$ cat src/rtl/console_port_tx.sv
// Console-side NES/SNES pad emulator: latches an active-low button word and shifts it out per console clock.
// Optional idle timeout back to IDLE is compiled in with `define CONSOLE_PORT_TIMEOUT_EN.
module console_port_tx #(
    parameter int          SNES_MODE      = 0,
    parameter int          SYNC_STAGES    = 2,
    parameter logic        FILL_BIT       = 1'b0,
    parameter logic [23:0] TIMEOUT_CYCLES = 24'd1_000_000
) (
    input  logic       clk_in,
    input  logic       reset_in,
    input  logic [7:0] buttons_in,
    input  logic [3:0] ext_in,
    input  logic       latch_in,
    input  logic       pclk_in,
    output logic       data_out,
    output logic       active_out,
    output logic       frame_done_out
);

    localparam int W  = (SNES_MODE != 0) ? 16 : 8;
    localparam int CW = $clog2(W + 1);
    localparam logic [CW-1:0] LAST = CW'(W);

    typedef enum logic [1:0] {IDLE, LOAD, SHIFT, DONE} state_t;

    state_t              state, state_n;
    logic [W-1:0]        shreg, shreg_n, word;
    logic [CW-1:0]       cnt, cnt_n;
    logic                data_n, done_n;
    logic [SYNC_STAGES-1:0] latch_sync, pclk_sync;
    logic                pclk_d;
    logic                latch_s, pclk_s, pclk_rise, timeout_hit;

    generate
        if (SNES_MODE != 0) begin : g_snes
            assign word = {4'b1111, ext_in, buttons_in};
        end else begin : g_nes
            logic [3:0] unused_ext;
            assign unused_ext = ext_in;
            assign word       = buttons_in;
        end
    endgenerate

    // NOTE: sequential state uses non-blocking assignments so every flop samples pre-edge values.
    always_ff @(posedge clk_in or negedge reset_in) begin
        if (!reset_in) begin
            latch_sync <= '0;
            pclk_sync  <= '0;
            pclk_d     <= 1'b0;
        end else begin
            latch_sync <= {latch_sync[SYNC_STAGES-2:0], latch_in};
            pclk_sync  <= {pclk_sync[SYNC_STAGES-2:0], pclk_in};
            pclk_d     <= pclk_s;
        end
    end

    assign latch_s   = latch_sync[SYNC_STAGES-1];
    assign pclk_s    = pclk_sync[SYNC_STAGES-1];
    assign pclk_rise = pclk_s & ~pclk_d;

`ifdef CONSOLE_PORT_TIMEOUT_EN
    logic        latch_d;
    logic [23:0] idle_cnt;

    always_ff @(posedge clk_in or negedge reset_in) begin
        if (!reset_in) begin
            latch_d  <= 1'b0;
            idle_cnt <= '0;
        end else begin
            latch_d <= latch_s;
            if (latch_s && !latch_d)
                idle_cnt <= '0;
            else if (idle_cnt != TIMEOUT_CYCLES)
                idle_cnt <= idle_cnt + 24'd1;
        end
    end

    assign timeout_hit = (idle_cnt == TIMEOUT_CYCLES);
`else
    localparam logic [23:0] unused_timeout = TIMEOUT_CYCLES;
    assign timeout_hit = 1'b0;
`endif

    // NOTE: every always_comb output is defaulted first so no path can infer a latch.
    always_comb begin
        state_n = state;
        shreg_n = shreg;
        cnt_n   = cnt;
        done_n  = 1'b0;
        if (latch_s) begin
            // Latch wins everywhere: transparent reload, aborting any frame in flight.
            state_n = LOAD;
            shreg_n = word;
            cnt_n   = '0;
        end else if (timeout_hit) begin
            state_n = IDLE;
        end else if (state == LOAD || state == SHIFT) begin
            state_n = SHIFT;
            if (pclk_rise && cnt != LAST) begin
                shreg_n = {1'b1, shreg[W-1:1]};
                cnt_n   = cnt + CW'(1);
                if (cnt_n == LAST) begin
                    state_n = DONE;
                    done_n  = 1'b1;
                end
            end
        end

        case (state_n)
            IDLE:    data_n = 1'b1;
            DONE:    data_n = FILL_BIT;
            default: data_n = shreg_n[0];
        endcase
    end

    always_ff @(posedge clk_in or negedge reset_in) begin
        if (!reset_in) begin
            state          <= IDLE;
            shreg          <= '1;
            cnt            <= '0;
            data_out       <= 1'b1;
            frame_done_out <= 1'b0;
        end else begin
            state          <= state_n;
            shreg          <= shreg_n;
            cnt            <= cnt_n;
            data_out       <= data_n;
            frame_done_out <= done_n;
        end
    end

    assign active_out = (state == LOAD) || (state == SHIFT);

endmodule

$ cat config.mk
export PLATFORM = sky130hd
export DESIGN_NAME = console_port_tx
export DESIGN_NICKNAME = d
export VERILOG_FILES = /design/src/rtl/console_port_tx.sv
export SDC_FILE = /design/constraint.sdc
export NUM_CORES = 1
export LEC_CHECK = 0
export CORE_AREA = 3 3 48 50
export DETAILED_ROUTE_END_ITERATION = 12
export DIE_AREA = 0 0 51 53
export DONT_BUFFER_PORTS = 1
export PLACE_DENSITY = 0.69
export SLEW_MARGIN = 20
export SYNTH_ARGS = -nofsm -noshare
export SYNTH_HDL_FRONTEND = slang
export SYNTH_SLANG_ARGS = --single-unit
$ cat constraint.sdc
create_clock -name clk_in -period 2.15 [get_ports clk_in]
set_input_delay 0.43 -clock clk_in [delete_from_list [all_inputs] [get_ports clk_in]]
set_output_delay 0.43 -clock clk_in [all_outputs]
set_load 0.1 [all_outputs]
==> results.yml <==
hold_path:
  min_path_type: "input port to flop"
  whs_path_depth: 0
  hold_path_startpoint: "latch_in"
placed_design:
  place_congestion: 0.741
  io_buffers: 0
  dp_cells: 129
  dp_hpwl_mm: 1.48
timing:
  fin_skew_ns: 0.00427
  setup_ws_ns: -0.0273
  fin_crit_sh_pct: 101
  fin_hold_ws_ns: 0.149
  worstMarginPinSlew_ns: 0.910
  maxSlewViolCount: 0
  setup_viol: 1
  relSlewSlack_pct: 39.1
  period_minus_slack_ns: 2.18
  fmaxAchievable_mhz: 459
  grt_setup_unrepaired: "yes"
  finalHoldViolations: 0
detailed_routing:
  avgViaCountPerCell: 5.68
  drcViolationCount: 0
  wire_per_inst_um: 15.3
  drt_iter0_markers: 9
  ant_nets: 0
  vias: 767
  wl_mm: 2.06
  drtPass1Iterations: 4
worst_setup_path:
  start_kind: "flop"
  worstPathMaxFanout: 3
  path_class: "flop to flop"
  startpoint: "cnt[0]"
  required_ns: 2.38
  reg2reg_from: "cnt[0]"
  arrival_ns: 2.40
  endpoint_kind: "flop"
  r2r_cells: 8
global_routing:
  grt_pass1_vias: 814
  antenna_found_initial: 0
  grt_max_degree: 22
  grt_first_pass_wirelength_mm: 3.55
  grt.overflow.total: 0
  grt_usage_pct: 18.3
die:
  die_h_um: 53
  die_area_um2: 2700
  ios: 19
  die_x_um: 51
  core_um2: 1940
  initial_core_util_pct: 52.1
  rows: 16
status:
  status: "finished, violations left"
  failed_checks: "setup timing"
final_layout:
  area_growth_pct: 19.2
  antenna_cells: 0
  nNetsFinal: 130
  drive_gt1_share_pct: 33.3
  fin_cells: 135
  final_common_cell: "buf_4"
  mostFrequentLayoutCells: "buf_4 (13), o21ai_0 (12), dfrtp_1 (12)"
  nFillCells: 172
clock_network:
  htreeDepth: 1
  insertion_delay_ns: 0.30
  clk_pin_slew_ns: 0.11
  cts.sinks: 21
  root_buffer: "clkbuf_4"
  cts_tree: "done"
  clockBufferDepth: 2
  cts-buffers-inserted: 3
logic_synthesis:
  avgSynthCellArea_um2: 10.7
  synthesis.nets: 116
  synth_cell_types: 27
  ys_seq_area_share_pct: 53.0
  synthesis.instances: 95
  synth_largest_area_cell: "dfrtp_1"
  ys_warn_count: 0
  synth_top_area_share_pct: 29.7
  synthArstFlopShare_pct: 100
  synth_area_um2: 1010
  synth_flop_cell: "dfrtp_1"
  synth.area.top_cells: "dfrtp_1 (30%), dfstp_2 (23%), ha_1 (6.2%)"
  ys_ff_latch: 21
  synth_edf_count: 0
pwr:
  power_density_nw_per_um2: 744
  leakagePower_nw: 0.508
  ir_drop_uv: 602
job:
  cap_violations: 0
per-layer routing:
metal,GRT usage (%),vias up,routed length [um]
met5,0,-,0
li1,-,379,-
met1,21.3,362,944
met4,8.97,0,33
met3,3.38,5,78
met2,32.2,21,1000
worst paths after layout:
check / end / slack [ns]
max: data_out / -0.03
min: latch_sync[0] / 0.15
max reg2reg: data_out / -0.03
min reg2reg: pclk_sync[1] / 0.36
max in group asynchronous: pclk_d / 0.90
min in group asynchronous: state[0] / 0.69
cells in the mapped netlist, types with 3 or more instances:
cell / number
a31oi_1: 8
dfstp_2: 9
dfrtp_1: 12
clkbuf_1: 5
a2bb2oi_1: 6
o21ai_0: 12
nand3_1: 3
ha_1: 5
a21oi_1: 6
inv_1: 7
and3b_1: 3
critical path: stages (launching register included):
cell	delay [ns]
dfrtp_1	0.43
ha_2	0.20
or4b_4	0.51
o221a_1	0.23
and2_4	0.15
ha_4	0.27
nor2_2	0.03
a21o_1	0.14
a31oi_1	0.15
stage by stage:
| step | area (um2) | util (%) | worst slack (ns) | total power [mW] | setup TNS (ns) |
|---|---|---|---|---|---|
| after detailed placement | 1140 | 58.8 | -0.102 | 0.698 | -0.102 |
| after CTS | 1200 | 61.6 | -0.0603 | 0.902 | -0.0603 |
| after global placement | 1140 | 58.8 | -0.0609 | 0.691 | -0.0609 |
| after global routing | 1210 | 62.1 | -0.125 | 0.943 | -0.125 |
| final | 1210 | 62.1 | -0.0273 | 0.898 | -0.0273 |
| after floorplan | 1050 | - | -0.0144 | 0.659 | -0.0144 |
sequential cells by signal, summed over array words and instances, names as in the netlist:
signal and flops:
shreg 8, data_out 1, state 2, latch_sync 2
pclk_d 1, cnt 4, pclk_sync 2, frame_done_out 1
cell families (layout without fill, tap and decap cells):
kind of cell    Yosys count  count (layout)  share of synthesized area (%)
simple gates             19              19                           12.4
fa+ha+maj                 5               5                           6.18
buf+inv                  12              25                           4.45
flops                    21              21                           53.0
compound gates           38              38                           24.0
timing repair:
action,CTS,global route
gates resized for setup,4,1
hold endpoints to repair,21,0
setup buffers,0,1
pin swaps,2,0
setup endpoints to repair,1,1
hold buffers,1,0
area by class of cell:
cell class              count  area [um2]  share of cell area [%]
inverters                   7        26.3                    2.18
well taps                  27        33.8                    2.80
flip-flops and latches     21         537                    44.5
multi-input cells          62         475                    39.4
clock buffers               4        26.3                    2.18
repair buffers             14         108                    8.92
report_power, final:
part           switching, mW  internal (mW)  total [mW]
registers             0.0626          0.450       0.512
logic                  0.118         0.0853       0.203
clock network          0.110         0.0724       0.182
total                  0.290          0.607       0.898
(Power assumes the default switching activity.)
